## src/rtl/ahb_lite_mem_arbiter_pkg.sv

```systemverilog
`default_nettype none
// +--------------------------------------------------------------------+
// | ahb_arb_pkg : shared AHB-Lite encodings and arbiter FSM state type |
// | Revision    : 1.0                                                  |
// +--------------------------------------------------------------------+
package ahb_arb_pkg;

  localparam logic [1:0] HTRANS_IDLE   = 2'b00;
  localparam logic [1:0] HTRANS_NONSEQ = 2'b10;
  localparam logic [2:0] HSIZE_WORD    = 3'b010;

  typedef enum logic [1:0] {
    ST_IDLE = 2'd0,
    ST_ADDR = 2'd1,
    ST_DATA = 2'd2,
    ST_RESP = 2'd3
  } arb_state_t;

endpackage
`default_nettype wire

```

## src/rtl/ahb_lite_mem_arbiter_if.sv

```systemverilog
`default_nettype none
// +--------------------------------------------------------------------+
// | ahb_lite_mem_arbiter_if : requester + AHB-Lite bundle, arbiter view |
// | Revision                : 1.0                                      |
// +--------------------------------------------------------------------+
interface ahb_lite_mem_arbiter_if #(
  parameter int ADDR_W = 32,
  parameter int DATA_W = 32
) ();
  import ahb_arb_pkg::*;

  logic [1:0]          req;
  logic [1:0]          we;
  logic [2*ADDR_W-1:0] addr;
  logic [2*DATA_W-1:0] wdata;
  logic [1:0]          ack;
  logic                err;
  logic [DATA_W-1:0]   rdata;

  logic                HSEL;
  logic [ADDR_W-1:0]   HADDR;
  logic                HWRITE;
  logic [DATA_W-1:0]   HWDATA;
  logic [1:0]          HTRANS;
  logic [2:0]          HSIZE;
  logic                WORK;
  logic [DATA_W-1:0]   HRDATA;
  logic                HREADY;
  logic                HRESP;

  modport master (
    input  req, we, addr, wdata, HRDATA, HREADY, HRESP,
    output ack, err, rdata, HSEL, HADDR, HWRITE, HWDATA, HTRANS, HSIZE, WORK
  );

  modport slave (
    output req, we, addr, wdata, HRDATA, HREADY, HRESP,
    input  ack, err, rdata, HSEL, HADDR, HWRITE, HWDATA, HTRANS, HSIZE, WORK
  );

endinterface
`default_nettype wire

```

## src/rtl/ahb_lite_mem_arbiter_rr_arbiter2.sv

```systemverilog
`default_nettype none
// +--------------------------------------------------------------------+
// | rr_arbiter2 : combinational two-way round-robin picker             |
// | Revision    : 1.0                                                  |
// +--------------------------------------------------------------------+
module rr_arbiter2
  import ahb_arb_pkg::*;
(
  input  logic [1:0] req,
  input  logic       last,
  output logic [1:0] grant,
  output logic       grant_idx
);

  always_comb begin
    grant_idx = 1'b0;
    grant     = 2'b00;
    // On a tie the requester that was not granted last time goes first.
    if (req == 2'b11) begin
      grant_idx = ~last;
    end else begin
      grant_idx = req[1];
    end
    if (req != 2'b00) begin
      grant = 2'b01 << grant_idx;
    end
  end

endmodule
`default_nettype wire

```

## src/rtl/ahb_lite_mem_arbiter.sv

```systemverilog
`default_nettype none
// +--------------------------------------------------------------------+
// | ahb_lite_mem_arbiter : 2-port RR arbiter + AHB-Lite single-transfer |
// | sequencer; ARB_TIMEOUT_EN adds a data-phase watchdog. Rev 1.0       |
// +--------------------------------------------------------------------+
module ahb_lite_mem_arbiter
  import ahb_arb_pkg::*;
#(
  parameter int ADDR_W = 32,
  parameter int DATA_W = 32
`ifdef ARB_TIMEOUT_EN
  ,
  parameter int TIMEOUT_CYC = 16
`endif
) (
  input  logic HCLK,
  input  logic HRESETn,
  ahb_lite_mem_arbiter_if.master bus
);

  arb_state_t r_state, w_state_nxt;

  logic              r_ptr,    w_ptr_nxt;
  logic [1:0]        r_grant,  w_grant_nxt;
  logic              r_we,     w_we_nxt;
  logic [ADDR_W-1:0] r_addr,   w_addr_nxt;
  logic [DATA_W-1:0] r_wdata,  w_wdata_nxt;
  logic              r_sticky, w_sticky_nxt;

  logic              r_hsel,   w_hsel_nxt;
  logic [ADDR_W-1:0] r_haddr,  w_haddr_nxt;
  logic              r_hwrite, w_hwrite_nxt;
  logic [DATA_W-1:0] r_hwdata, w_hwdata_nxt;
  logic [1:0]        r_htrans, w_htrans_nxt;
  logic              r_work;
  logic [1:0]        r_ack,    w_ack_nxt;
  logic              r_err,    w_err_nxt;
  logic [DATA_W-1:0] r_rdata,  w_rdata_nxt;

`ifdef ARB_TIMEOUT_EN
  localparam int TCNT_W = $clog2(TIMEOUT_CYC + 1);
  logic [TCNT_W-1:0] r_tcnt, w_tcnt_nxt;
`endif

  logic [1:0]        w_grant;
  logic              w_grant_idx;
  logic [ADDR_W-1:0] w_sel_addr;
  logic [DATA_W-1:0] w_sel_wdata;
  logic              w_sel_we;

  rr_arbiter2 u_rr (
    .req       (bus.req),
    .last      (r_ptr),
    .grant     (w_grant),
    .grant_idx (w_grant_idx)
  );

  assign w_sel_addr  = w_grant_idx ? bus.addr[2*ADDR_W-1:ADDR_W]  : bus.addr[ADDR_W-1:0];
  assign w_sel_wdata = w_grant_idx ? bus.wdata[2*DATA_W-1:DATA_W] : bus.wdata[DATA_W-1:0];
  assign w_sel_we    = w_grant_idx ? bus.we[1] : bus.we[0];

  // Next values of every register are computed here so all bus and
  // requester outputs come straight from flops.
  always_comb begin
    w_state_nxt  = r_state;
    w_ptr_nxt    = r_ptr;
    w_grant_nxt  = r_grant;
    w_we_nxt     = r_we;
    w_addr_nxt   = r_addr;
    w_wdata_nxt  = r_wdata;
    w_sticky_nxt = r_sticky;
    w_hsel_nxt   = 1'b0;
    w_haddr_nxt  = '0;
    w_hwrite_nxt = 1'b0;
    w_hwdata_nxt = '0;
    w_htrans_nxt = HTRANS_IDLE;
    w_ack_nxt    = 2'b00;
    w_err_nxt    = 1'b0;
    w_rdata_nxt  = r_rdata;
`ifdef ARB_TIMEOUT_EN
    w_tcnt_nxt   = r_tcnt;
`endif

    unique case (r_state)
      ST_IDLE: begin
        if (bus.req != 2'b00) begin
          w_ptr_nxt   = w_grant_idx;
          w_grant_nxt = w_grant;
          w_we_nxt    = w_sel_we;
          w_addr_nxt  = w_sel_addr;
          w_wdata_nxt = w_sel_wdata;
          if (w_sel_addr[1:0] != 2'b00) begin
            w_state_nxt = ST_RESP;
            w_ack_nxt   = w_grant;
            w_err_nxt   = 1'b1;
          end else begin
            w_state_nxt  = ST_ADDR;
            w_hsel_nxt   = 1'b1;
            w_htrans_nxt = HTRANS_NONSEQ;
            w_haddr_nxt  = w_sel_addr;
            w_hwrite_nxt = w_sel_we;
          end
        end
      end

      ST_ADDR: begin
        w_state_nxt  = ST_DATA;
        w_hwdata_nxt = r_we ? r_wdata : '0;
`ifdef ARB_TIMEOUT_EN
        w_tcnt_nxt   = '0;
`endif
      end

      ST_DATA: begin
        if (bus.HRESP) begin
          w_sticky_nxt = 1'b1;
        end
        if (bus.HREADY) begin
          w_state_nxt = ST_RESP;
          w_ack_nxt   = r_grant;
          w_err_nxt   = r_sticky | bus.HRESP;
          if (!r_we) begin
            w_rdata_nxt = bus.HRDATA;
          end
`ifdef ARB_TIMEOUT_EN
        end else if (r_tcnt == TCNT_W'(TIMEOUT_CYC - 1)) begin
          w_state_nxt = ST_RESP;
          w_ack_nxt   = r_grant;
          w_err_nxt   = 1'b1;
          w_rdata_nxt = '0;
        end else begin
          w_tcnt_nxt   = r_tcnt + 1'b1;
          w_hwdata_nxt = r_we ? r_wdata : '0;
`else
        end else begin
          w_hwdata_nxt = r_we ? r_wdata : '0;
`endif
        end
      end

      ST_RESP: begin
        w_state_nxt  = ST_IDLE;
        w_sticky_nxt = 1'b0;
      end

      default: begin
        w_state_nxt = ST_IDLE;
      end
    endcase
  end

  always_ff @(posedge HCLK) begin
    if (!HRESETn) begin
      r_state  <= ST_IDLE;
      r_ptr    <= 1'b1;
      r_grant  <= 2'b00;
      r_we     <= 1'b0;
      r_addr   <= '0;
      r_wdata  <= '0;
      r_sticky <= 1'b0;
      r_hsel   <= 1'b0;
      r_haddr  <= '0;
      r_hwrite <= 1'b0;
      r_hwdata <= '0;
      r_htrans <= HTRANS_IDLE;
      r_work   <= 1'b0;
      r_ack    <= 2'b00;
      r_err    <= 1'b0;
      r_rdata  <= '0;
`ifdef ARB_TIMEOUT_EN
      r_tcnt   <= '0;
`endif
    end else begin
      r_state  <= w_state_nxt;
      r_ptr    <= w_ptr_nxt;
      r_grant  <= w_grant_nxt;
      r_we     <= w_we_nxt;
      r_addr   <= w_addr_nxt;
      r_wdata  <= w_wdata_nxt;
      r_sticky <= w_sticky_nxt;
      r_hsel   <= w_hsel_nxt;
      r_haddr  <= w_haddr_nxt;
      r_hwrite <= w_hwrite_nxt;
      r_hwdata <= w_hwdata_nxt;
      r_htrans <= w_htrans_nxt;
      r_work   <= 1'b1;
      r_ack    <= w_ack_nxt;
      r_err    <= w_err_nxt;
      r_rdata  <= w_rdata_nxt;
`ifdef ARB_TIMEOUT_EN
      r_tcnt   <= w_tcnt_nxt;
`endif
    end
  end

  assign bus.HSEL   = r_hsel;
  assign bus.HADDR  = r_haddr;
  assign bus.HWRITE = r_hwrite;
  assign bus.HWDATA = r_hwdata;
  assign bus.HTRANS = r_htrans;
  assign bus.HSIZE  = HSIZE_WORD;
  assign bus.WORK   = r_work;
  assign bus.ack    = r_ack;
  assign bus.err    = r_err;
  assign bus.rdata  = r_rdata;

endmodule
`default_nettype wire
```

## src/flat_wrapper.sv

```systemverilog
// flat-port wrapper written by rule: the top's interface ports become plain ports
module ahb_lite_mem_arbiter_flat import ahb_arb_pkg::*;
#(
  parameter int ADDR_W = 32,
  parameter int DATA_W = 32

)
  (HCLK, HRESETn, bus_req, bus_we, bus_addr, bus_wdata, bus_HRDATA, bus_HREADY, bus_HRESP, bus_ack, bus_err, bus_rdata, bus_HSEL, bus_HADDR, bus_HWRITE, bus_HWDATA, bus_HTRANS, bus_HSIZE, bus_WORK);
  ahb_lite_mem_arbiter_if #(.ADDR_W(ADDR_W), .DATA_W(DATA_W)) bus_i ();
  input  logic HCLK;
  input  logic HRESETn;
  input wire logic [$bits(bus_i.req)-1:0] bus_req;
  input wire logic [$bits(bus_i.we)-1:0] bus_we;
  input wire logic [$bits(bus_i.addr)-1:0] bus_addr;
  input wire logic [$bits(bus_i.wdata)-1:0] bus_wdata;
  input wire logic [$bits(bus_i.HRDATA)-1:0] bus_HRDATA;
  input wire logic [$bits(bus_i.HREADY)-1:0] bus_HREADY;
  input wire logic [$bits(bus_i.HRESP)-1:0] bus_HRESP;
  output wire logic [$bits(bus_i.ack)-1:0] bus_ack;
  output wire logic [$bits(bus_i.err)-1:0] bus_err;
  output wire logic [$bits(bus_i.rdata)-1:0] bus_rdata;
  output wire logic [$bits(bus_i.HSEL)-1:0] bus_HSEL;
  output wire logic [$bits(bus_i.HADDR)-1:0] bus_HADDR;
  output wire logic [$bits(bus_i.HWRITE)-1:0] bus_HWRITE;
  output wire logic [$bits(bus_i.HWDATA)-1:0] bus_HWDATA;
  output wire logic [$bits(bus_i.HTRANS)-1:0] bus_HTRANS;
  output wire logic [$bits(bus_i.HSIZE)-1:0] bus_HSIZE;
  output wire logic [$bits(bus_i.WORK)-1:0] bus_WORK;
  assign bus_i.req = bus_req;
  assign bus_i.we = bus_we;
  assign bus_i.addr = bus_addr;
  assign bus_i.wdata = bus_wdata;
  assign bus_i.HRDATA = bus_HRDATA;
  assign bus_i.HREADY = bus_HREADY;
  assign bus_i.HRESP = bus_HRESP;
  assign bus_ack = bus_i.ack;
  assign bus_err = bus_i.err;
  assign bus_rdata = bus_i.rdata;
  assign bus_HSEL = bus_i.HSEL;
  assign bus_HADDR = bus_i.HADDR;
  assign bus_HWRITE = bus_i.HWRITE;
  assign bus_HWDATA = bus_i.HWDATA;
  assign bus_HTRANS = bus_i.HTRANS;
  assign bus_HSIZE = bus_i.HSIZE;
  assign bus_WORK = bus_i.WORK;
  ahb_lite_mem_arbiter #(.ADDR_W(ADDR_W), .DATA_W(DATA_W)) u_core (.HCLK(HCLK), .HRESETn(HRESETn), .bus(bus_i));
endmodule
```

## config.mk

```make
export PLATFORM = sky130hd
export DESIGN_NAME = ahb_lite_mem_arbiter_flat
export DESIGN_NICKNAME = d
export VERILOG_FILES = /design/src/rtl/ahb_lite_mem_arbiter_pkg.sv /design/src/rtl/ahb_lite_mem_arbiter_if.sv /design/src/rtl/ahb_lite_mem_arbiter_rr_arbiter2.sv /design/src/rtl/ahb_lite_mem_arbiter.sv /design/src/flat_wrapper.sv
export SDC_FILE = /design/constraint.sdc
export NUM_CORES = 1
export LEC_CHECK = 0
export ABC_AREA = 1
export CAP_MARGIN = 20
export CORE_MARGIN = 3
export CORE_UTILIZATION = 44
export CTS_CLUSTER_SIZE = 14
export DETAILED_ROUTE_END_ITERATION = 8
export GPL_TIMING_DRIVEN = 0
export PLACE_DENSITY = 0.88
export SLEW_MARGIN = 15
export SYNTH_ARGS = -nofsm -noshare
export SYNTH_HDL_FRONTEND = slang
export SYNTH_SLANG_ARGS = --single-unit
```

## constraint.sdc

```tcl
create_clock -name HCLK -period 3.4 [get_ports HCLK]
set_clock_uncertainty 0.05 [all_clocks]
set_input_delay 0.34 -clock HCLK [delete_from_list [all_inputs] [get_ports HCLK]]
set_output_delay 0.34 -clock HCLK [all_outputs]
set_load 0.01 [all_outputs]
```

* Word level (Yosys, flattened, before mapping)
Cells that the tools add are included.
Word-level totals: register bits 143, bits in latches 0, memory bits (writable) 0, bits in read-only memories 0, input port bits 168, output and inout bits 107, memories 0
Cells by class: $add $sub $neg 0, $mul 0, div/mod/pow operators 0, magnitude comparators 0, equality and inequality tests 7, shift operators 1, muxes and demuxes 24, bitwise logic cells 6, reductions and logical operators 10
Operator list (count):
- 32-bit two-way mux | 4
- 32-bit one-hot mux with 2 select lines | 1
- 2-bit two-way mux | 7
- 1-bit two-way mux | 8
- 2-bit one-hot mux with 4 select lines | 1
- 2-bit equality test, second input constant | 3
- 2-bit AND reduction | 3
- 3-bit AND reduction | 2
- 2-bit nonzero test | 3
- 1-bit NOT | 5
- 2-bit != test, second input constant | 2
- 1-bit one-hot mux with 2 select lines | 2
- 2-bit one-hot mux with 2 select lines | 1
- 4-bit OR reduction | 1
- 2-bit by 1-bit equality test with 1-bit output, second input constant | 1
- 2-bit logical NOT | 1
- 2-bit by 1-bit != test with 1-bit output, second input constant | 1
- 1-bit by 1-bit << shifter with 2-bit output, first input constant | 1
- 1-bit bitwise OR | 1

* Logic depth before layout (Yosys ltp)
Gate-level depths: netlist of the first run.
depth in word-level cells 7, mapped depth 9

* Modules after synthesis
From an unflattened synthesis of the first run, not the netlist that was laid out.
Unflattened totals: cell total of the unflattened synthesis 713, area, all modules 5391.4 sq um
Modules (own cells, without submodules):
- ahb_lite_mem_arbiter | instances 1, cells an instance 707, area each 5366.4 sq um, sequential area each 2822.7 sq um
- rr_arbiter2 | instances 1, cells an instance 6, area each 25.0 sq um, sequential area each 0.0 sq um

* Least setup slack after synthesis of the first run
Ideal clock, no wire load.
kind register -> register, from reg u_core.r_state[0], to reg u_core.r_rdata[0], in the netlist u_core.bus.rdata[0], setup time 116 ps, arrival 1299 ps, data required time 3234 ps, slack 1936 ps, cell stages (with the launch flop) 9, path buffers 1, cell sequence dfxtp_1 > inv_1 > ha_1 > nand2_1 > nor2_1 > inv_1 > buf_6 > nor2_1 > nor2_1
On the way: longest elaborated chain between the ends 2
Ends and longest elaborated chain:
- start, declared | RTL line ahb_lite_mem_arbiter.sv:21 | arb_state_t r_state, w_state_nxt;
- start signal, assigned | RTL line ahb_lite_mem_arbiter.sv:174 | r_state <= w_state_nxt;
- 2-bit equality test | RTL line ahb_lite_mem_arbiter.sv:84 | unique case (r_state)
- 3-bit AND reduction (no source line)
- end signal, assigned | RTL line ahb_lite_mem_arbiter.sv:189 | r_rdata <= w_rdata_nxt;
- end, declared | RTL line ahb_lite_mem_arbiter.sv:38 | logic [DATA_W-1:0] r_rdata, w_rdata_nxt;
Every way passes these cells. A chain may end at the register's enable or synchronous reset.

* Final worst setup path of the first run
from reg u_core.r_state[0], to reg u_core.r_rdata[5], in the netlist u_core.bus.rdata[5]
Same word-level chain as after synthesis.

==> metrics.cfg, run 1 <==
[detailed_routing]
routed_wl_mm=18.3
drt_iter0_drc=368
first_pass_iters=5
viasPerCell=4.81
drtAntennaViolNets=0
post-route-drc-count=0
vias=5983
wl_per_cell_um=14.7

[sta]
setup_ws_ps=1540
hold_viol=0
rsz0062_at_grt=false
setup_violations=0
slew_headroom=0.631
fin_tns_setup_ps=0
final-max-slew-violation-count=0
period_needed_ps=1860
fin_crit_sh=0.547
worst_pin_slew_ps=554
whs_ps=375
max_freq_mhz=537

[die]
initial_core_util=0.461
fp.dieH_um=119
die_area_um2=14200
io_pins=275
die_x_um=119
core_area_um2=12300
rows=40

[synth]
syn_inst=771
yosysTopAreaCell=dfxtp_1
synthTopCellsByArea=dfxtp_1 50%, nand2_1 14%, nand3_1 8.7%
synth_cell_type_count=23
synth_seq_area_share=0.500
netlist_area_um2=5650
synth_flop_cell=dfxtp_1
synth_common_cells=207 x nand2_1, 141 x dfxtp_1, 103 x nor2_1, 98 x nand3_1, 76 x inv_1
synthMostInstantiatedCell=nand2_1
synth_top_area_frac=0.500
async_flop_share=0
synth-edff-count=0
ys_warn_count=0
syn_avg_cell_area_um2=7.33
ys_ff_latch=141

[clock_network]
cts.repair.resized=0
clk_transition_reported_paths_ps=60
clock_latency_ps=420
root_buffer=clkbuf_16
clockBufferDepth=2
cts-htree-levels=4
clock_sinks=141
cts_tree=built
postCtsSetupRepairBufs=0
ctsHoldBuffers=0
cts_inserted_buffers=17

[status]
outcome=complete, no violations

[pwr]
power.share.switching=0.309
pwr-share-seq=0.352
p_comb_frac=0.288
power_leakage_nw=4.33
fin_total_pwr_mw=5.69
p_int_mw=3.93
vdd_drop_max_v=0.000476
pwr_density_cell_nw_per_um2=616
clkPwrFrac=0.360
p_switching_mw=1.76

[global_route]
grt_pass1_vias=5869
antenna_found_initial=0
met3_usage=0.106
overflow=0
grt_start_max_net_pins=17
grt_pass1_wl_mm=28.9
top_usage_layer=met2
met1_usage=0.272
track_usage=0.255
use_met2=0.434

[hold_path]
hp-class=primary input to register
hp-start=HRESETn
min_to=u_core.bus.WORK
whs_path_depth=1

[setup_path]
crit_top_cell=nor2_1
arrival_ps=2120
timing.reg2reg.setup_slack_ps=1540
timing.rr.start=u_core.r_state[0]
path_cells=inv_1 > ha_1 > nand2_1 > nor2_1 > inv_1 > buf_6 > nor2_1 > nor2_1
reg2reg_to=u_core.bus.rdata[5]
crit_slowest_cell=nor2_1
crit_required_ps=3660
cp_max_fo=10
critPathMaxStageDelay_ps=360
reg2reg_depth=8
start_kind=register
endpoint_kind=register
critical_path_class=register to register

[finish]
seqCellArea_um2=2820
n_fill_cell=888
syn2layout_area_growth_pct=63.4
multiInputGateArea_um2=2190
final_nets=1236
fin_util=0.753
drive_gt1_frac=0.0780
diodes=0

[placement]
dp_hpwl_mm=13.5
port_buffers=270
gp_congestion=0.845
pre_cts_ws_ps=1300

[flow_run]
cap_violations=0

-- critical path: cells and delay by family (launching register included) --
family	cells	cell delay, ps
fa+ha+maj	1	230
flops	1	320
simple gates	4	630
buf+inv	3	530
-- sequential cells by signal (all words and copies together), names as in the netlist --
name               cells
u_core.r_sticky        1
u_core.bus.ack         2
u_core.bus.rdata      32
u_core.r_state         2
u_core.bus.HWRITE      1
u_core.bus.HTRANS      1
u_core.r_we            1
u_core.bus.err         1
u_core.bus.HWDATA     32
u_core.bus.WORK        1
u_core.r_wdata        32
u_core.r_ptr           1
u_core.bus.HADDR      32
u_core.r_grant         2
-- layout by cell type (no fill, tap or decap) --
master	count
a21oi_1	41
clkinv_4	4
clkbuf_16	17
clkbuf_1	7
buf_6	7
nor2_1	103
a211oi_1	1
clkinv_2	3
inv_6	1
buf_4	20
clkdlybuf4s50_1	270
buf_2	18
inv_1	76
o21ai_4	1
nand3_4	1
nor3_2	1
dfxtp_1	141
clkinvlp_4	1
buf_1	3
conb_1	6
nor2_4	1
clkbuf_8	1
clkbuf_2	1
nand3b_1	1
o21ai_0	35
nand2_2	1
nand2_1	207
bufinv_16	5
ha_1	4
nand3_1	98
nand3_2	1
-- area by class of cell --
class / instances / area share
flip-flops and latches: 141 / 0.306
repair buffers: 270 / 0.293
multi-input cells: 502 / 0.238
clock buffers: 18 / 0.0476
plain buffers: 56 / 0.0392
inverters: 76 / 0.0309
clock inverters: 14 / 0.0234
well taps: 168 / 0.0228
-- how the worst max path moves through the flow --
stage / startpoint / to / slack (ps) / depth (start not counted)
finish: u_core.r_state[0] / u_core.bus.rdata[5] / 1540 / 8
global route: u_core.r_state[0] / u_core.bus.rdata[10] / 1380 / 7
CTS: u_core.r_state[0] / u_core.bus.rdata[5] / 1530 / 8
detailed placement: HRESETn / u_core.bus.HWDATA[0] / 1300 / 7
global placement: HRESETn / u_core.bus.HWDATA[0] / 1330 / 7
floorplan: u_core.r_state[0] / u_core.bus.rdata[0] / 1940 / 8
-- power groups by stage --
stage / combinational (mW) / sequential (mW) / clock (mW)
after floorplan: 0.881 / 2.07 / 0
after global placement: 1.59 / 2.02 / 0
after detailed placement: 1.62 / 2.03 / 0
after CTS: 1.64 / 2.00 / 2.08
after global routing: 1.81 / 2.03 / 2.14
final: 1.64 / 2.00 / 2.05
-- stage by stage --
stage          cell area, um2  cells
2_1_floorplan            5660    775
6_report                 9230   1245
5_1_grt                  9230   1245
4_1_cts                  9230   1245
3_3_place_gp             8580   1213
3_5_place_dp             8580   1213
-- cell families after synthesis --
family	after synthesis	synth area share
adder cells (fa/ha/maj)	4	0.00886
flip-flops	141	0.500
AND/OR/NAND/NOR	414	0.304
buffers and inverters	132	0.115
other	2	0.00133
AO/OA/AOI/OAI	78	0.0716
-- routing by layer --
layer | vias to the layer above | wire length (um)
li1 | 2961 | -
met1 | 2717 | 6770
met2 | 263 | 8950
met3 | 42 | 2000
met4 | 0 | 564
met5 | - | 0
Note: power is estimated with default switching activity, not from simulation.
==> run 2: changes to the inputs <==
CORE_UTILIZATION = 41   (was 44)
PLACE_DENSITY = 0.83   (was 0.88)
clock period = 1.9 ns   (was 3.4 ns; I/O delays follow)
==> run 2 against run 1 <==
Non-clock buffer count did not move. Clock power rose by 73%. Total power rose by 77%. Largest power group is now sequential cells. First-iteration DRC count did not move. Via count fell by 2.1%. Largest cell class unchanged. Die area rose by 6.9%. Highest routed layer unchanged. Utilization fell by 6.1 points. Cell area barely moved.
==> metrics.cfg, run 2 (synthesized netlist as in run 1, its figures left out) <==
[sta]
final-max-slew-violation-count=0  ; unchanged
setup_ws_ps=186  ; -1350 ps
slew_headroom=0.630  ; about the same
period_needed_ps=1710  ; -146 ps
rsz0062_at_grt=false
worst_pin_slew_ps=554  ; +0.476 ps
setup_violations=0  ; unchanged
hold_viol=0  ; unchanged
fin_tns_setup_ps=0  ; unchanged
max_freq_mhz=583  ; +8.5%
fin_crit_sh=0.902  ; +0.355

[setup_path]
cp.buffers_inverters=3  ; unchanged
path_cells=inv_1 > ha_1 > nand2_1 > nor2_2 > inv_1 > buf_6 > nor2_1 > nor2_1
arrival_ps=1970  ; -150 ps
cp.depth=8  ; unchanged
crit_slowest_cell=dfxtp_1
endpoint_kind=register
reg2reg_depth=8  ; unchanged
start_kind=register
critPathMaxStageDelay_ps=320  ; -40 ps
critPathTopFamily=simple AND/OR/NAND/NOR gates
critical_path_class=register to register
crit_required_ps=2160  ; -1500 ps
cp_max_fo=10  ; unchanged

[clock_network]
cts-htree-levels=4  ; unchanged
root_buffer=clkbuf_16
clk_transition_reported_paths_ps=60  ; about the same
cts_tree=built
cts_inserted_buffers=17  ; unchanged
postCtsSetupRepairBufs=0  ; unchanged
clockBufferDepth=2  ; unchanged
clock_latency_ps=410  ; about the same
clock_sinks=141  ; unchanged
ctsHoldBuffers=0  ; unchanged
cts.repair.resized=0  ; unchanged

[pwr]
vdd_drop_max_v=0.000588  ; +24%
pwr-share-seq=0.356  ; +0.004
p_switching_mw=3.10  ; +76%
pwr_density_cell_nw_per_um2=1090  ; +77%
p_int_mw=6.95  ; +77%
power_leakage_nw=4.33  ; about the same
clkPwrFrac=0.353  ; -0.007
p_comb_frac=0.291  ; +0.003
power.share.switching=0.308  ; -0.000324

[die]
core_area_um2=13300  ; +8.9%
io_pins=275  ; unchanged
die_x_um=123  ; +3.4%
die_area_um2=15200  ; +6.9%
initial_core_util=0.423  ; -0.0375
fp.dieH_um=123  ; +3.4%
rows=42  ; +5.0%

[flow_run]
cap_violations=0  ; unchanged

[global_route]
grt_pass1_wl_mm=26.7  ; -7.5%
grt_start_max_net_pins=17  ; unchanged
grt_pass1_vias=5558  ; -5.3%
track_usage=0.228  ; -0.0268
antenna_found_initial=0  ; unchanged
overflow=0  ; unchanged

[placement]
pre_cts_ws_ps=-2.71  ; -1310 ps
port_buffers=270  ; unchanged
gp_congestion=0.799  ; -5.4%
dp_hpwl_mm=13.1  ; -2.6%
dpl_cell_area_um2=8590  ; +0.12%

[finish]
drive_gt1_frac=0.0808  ; +0.00279
diodes=0  ; unchanged
final_nets=1236  ; unchanged
mostFrequentLayoutCells=270 x clkdlybuf4s50_1, 207 x nand2_1, 141 x dfxtp_1, 102 x nor2_1, 98 x nand3_1
fin_util=0.691  ; -0.0614
n_fill_cell=1103  ; +24%
final_common_cell=clkdlybuf4s50_1
stdcell_area_um2=9230  ; about the same
syn2layout_area_growth_pct=63.4  ; about the same

[detailed_routing]
drtAntennaViolNets=0  ; unchanged
first_pass_iters=5  ; unchanged
vias=5855  ; -2.1%
viasPerCell=4.67  ; -2.8%
post-route-drc-count=0  ; unchanged
routed_wl_mm=17.8  ; -2.8%
drt_iter0_drc=368  ; unchanged
wl_per_cell_um=14.2  ; -3.4%

[hold_path]
whs_path_depth=1  ; unchanged
hp-class=primary input to register

[status]
outcome=complete, no violations

[run 2: path summary, 6_finish.rpt]
path                                   startpoint              endpoint  slack (ps)
worst min-delay path                      HRESETn       u_core.bus.WORK         190
worst max-delay path            u_core.r_state[0]   u_core.bus.rdata[0]         190
worst min register to register  u_core.r_wdata[8]  u_core.bus.HWDATA[8]         400
worst max register to register  u_core.r_state[0]   u_core.bus.rdata[0]         190
[run 2: stage by stage]
stage,power (mW),std cells,hold WS [ps]
2_1_floorplan,5.27,775,168
3_3_place_gp,6.47,1221,386
3_5_place_dp,6.52,1221,390
4_1_cts,10.1,1253,166
5_1_grt,10.6,1253,178
6_report,10.0,1253,187
[run 2: per-layer routing]
metal,GRT usage,routed length [um],vias up
met1,0.247,6770,2639
met5,0,0,-
li1,-,-,2962
met4,0.0858,397,0
met2,0.399,8770,226
met3,0.0938,1840,28
[run 2: area by class of cell]
cell class / count / area, um2 / share of cell area
flip-flops and latches: 141 / 2820 / 0.306
repair buffers: 270 / 2700 / 0.293
multi-input cells: 502 / 2200 / 0.238
clock buffers: 19 / 453 / 0.0491
plain buffers: 56 / 364 / 0.0395
inverters: 76 / 285 / 0.0309
well taps: 176 / 220 / 0.0239
clock inverters: 13 / 185 / 0.0201
[run 2: power by group through the flow]
stage / Combinational (mW) / Clock, mW / Sequential (mW)
after floorplan: 1.58 / 0 / 3.70
after global placement: 2.86 / 0 / 3.61
after global routing: 3.24 / 3.73 / 3.62
final: 2.92 / 3.55 / 3.57
after CTS: 2.93 / 3.61 / 3.57
after detailed placement: 2.90 / 0 / 3.63
==> run 3: changes to the inputs <==
SETUP_SLACK_MARGIN = 0.15   (was default)
==> run 3 against run 2 <==
Routed wire length rose by 1.1%. Clock-buffer cell count did not move. Combinational power rose by 4%. Via count rose by 1.0%. Clock power barely moved. Total power rose by 1.1%. Worst setup slack improved by 98 ps. Cell area rose by 0.47%. Final cell count rose by 0.24%. Register-to-register slack improved by 98 ps. Hold slack improved by 1.6 ps. Utilization rose by 0.33 points. Critical path type unchanged. Critical endpoint is now u_core.r_wdata[22]. Largest cell class unchanged.
==> metrics.cfg, run 3 (synthesized netlist as in run 1, its figures left out) <==
[status]
outcome=complete, no violations

[die]
die_area_um2=15200  ; unchanged
rows=42  ; unchanged
initial_core_util=0.423  ; unchanged
io_pins=275  ; unchanged
core_area_um2=13300  ; unchanged
die_x_um=123  ; unchanged
fp.dieH_um=123  ; unchanged

[sta]
slew_headroom=0.653  ; +0.0221
worst_pin_slew_ps=521  ; -33.2 ps
fin_crit_sh=0.850  ; -0.0518
max_freq_mhz=619  ; +6.1%
period_needed_ps=1620  ; -98.5 ps
whs_ps=189  ; +1.57 ps
final-max-slew-violation-count=0  ; unchanged
rsz0062_at_grt=false
setup_violations=0  ; unchanged
hold_viol=0  ; unchanged

[clock_network]
cts-htree-levels=4  ; unchanged
clock_latency_ps=410  ; about the same
clk_transition_reported_paths_ps=60  ; about the same
cts_tree=built
clockBufferDepth=2  ; unchanged
cts_inserted_buffers=17  ; unchanged
clock_sinks=141  ; unchanged
root_buffer=clkbuf_16

[pwr]
vdd_drop_max_v=0.000590  ; +0.31%
pwr_density_cell_nw_per_um2=1100  ; +0.61%
power_leakage_nw=4.36  ; +0.61%

[setup_path]
start_kind=register
cp_max_fo=10  ; unchanged
arrival_ps=1900  ; -70 ps
reg2reg_to=u_core.r_wdata[22]
timing.rr.start=u_core.r_state[1]
crit_required_ps=2190  ; +30 ps
critical_path_class=register to register
endpoint_kind=register
reg2reg_depth=8  ; unchanged
timing.reg2reg.setup_slack_ps=280  ; +100 ps

[finish]
mostFrequentLayoutCells=270 x clkdlybuf4s50_1, 207 x nand2_1, 141 x dfxtp_1, 101 x nor2_1, 98 x nand3_1
syn2layout_area_growth_pct=64.2
stdcell_area_um2=9270  ; +0.47%
drive_gt1_frac=0.0880  ; +0.00718
n_fill_cell=1106  ; +0.27%
diodes=0  ; unchanged
final_common_cell=clkdlybuf4s50_1
fin_util=0.695  ; +0.00328
final_nets=1239  ; +0.24%

[detailed_routing]
drtAntennaViolNets=0  ; unchanged
wl_per_cell_um=14.3  ; +0.84%
wl_met1_mm=6.77  ; about the same
top_layer=met4
post-route-drc-count=0  ; unchanged
met3WireLength_mm=1.89  ; +2.9%
routed_wl_mm=18.0  ; +1.1%
drt_iter0_drc=329  ; -11%
first_pass_iters=5  ; unchanged
viasPerCell=4.71  ; +0.77%
route.met2.wl_mm=8.94  ; +1.9%
vias=5914  ; +1.0%

[placement]
dpl_cell_area_um2=8590  ; unchanged
port_buffers=270  ; unchanged
dp_hpwl_mm=13.1  ; unchanged
gp_congestion=0.799  ; unchanged

[global_route]
grt_pass1_vias=5555  ; -0.054%
track_usage=0.228  ; unchanged
antenna_found_initial=0  ; unchanged
overflow=0  ; unchanged
grt_pass1_wl_mm=26.7  ; about the same
grt_start_max_net_pins=17  ; unchanged

[hold_path]
whs_path_depth=1  ; unchanged
hp-class=primary input to register
min_to=u_core.bus.WORK
hp-start=HRESETn

[flow_run]
cap_violations=0  ; unchanged

run 3: final cells by class:
| type | count | area, um2 | share of cell area |
|---|---|---|---|
| Buffer | 56 | 370 | 0.0399 |
| Multi-Input combinational cell | 503 | 2220 | 0.239 |
| Clock inverter | 13 | 185 | 0.0200 |
| Clock buffer | 19 | 453 | 0.0488 |
| Tap cell | 176 | 220 | 0.0237 |
| Timing Repair Buffer | 272 | 2720 | 0.293 |
| Sequential cell | 141 | 2820 | 0.304 |
| Inverter | 76 | 285 | 0.0308 |
run 3: report_power, final:
part | switching, mW | internal, mW | leakage, nW
Combinational | 1.68 | 1.35 | 2.90
Clock | 1.28 | 2.27 | 0.310
Sequential | 0.198 | 3.38 | 1.15
Total | 3.15 | 7.00 | 4.36
run 3: timing repair:
action	4_1_cts	5_1_grt
gates resized for setup	1	12
setup buffers	0	2
gates cloned	0	1
endpoints found under the hold margin	0	0
hold buffers	0	0
setup endpoints to repair	30	117
pin swaps	0	2
run 3: worst max path at each step:
stage                       from                   end  slack [ps]
6_report       u_core.r_state[1]    u_core.r_wdata[22]         280
5_1_grt        u_core.r_state[0]  u_core.bus.rdata[16]         150
4_1_cts        u_core.r_state[0]   u_core.bus.rdata[0]         150
3_5_place_dp             HRESETn  u_core.bus.HWDATA[1]          -3
3_3_place_gp             HRESETn  u_core.bus.HWDATA[1]         0.4
2_1_floorplan  u_core.r_state[0]   u_core.bus.rdata[0]         440
run 3: layer usage:
metal  up-vias  track usage
li1       2972            -
met1      2684        0.247
met2       231        0.399
met3        27       0.0938
met4         0       0.0858
met5         -            0
run 3: worst max-delay path, stage by stage, from the launching register on:
cell and delay [ps]:
dfxtp_1 330, inv_1 100, ha_1 150, clkbuf_4 180, inv_1 100, nor2_4 190, buf_4 220, nand2_1 80
a21oi_1 130
run 3: through the flow:
stage	total power, mW	setup WS (ps)	TNS [ps]	std cells
after floorplan	5.27	436	0	775
after global placement	6.47	0.378	0	1221
after detailed placement	6.52	-2.71	-2.71	1221
after CTS	10.1	152	0	1253
after global routing	10.7	147	0	1256
final	10.2	284	0	1256
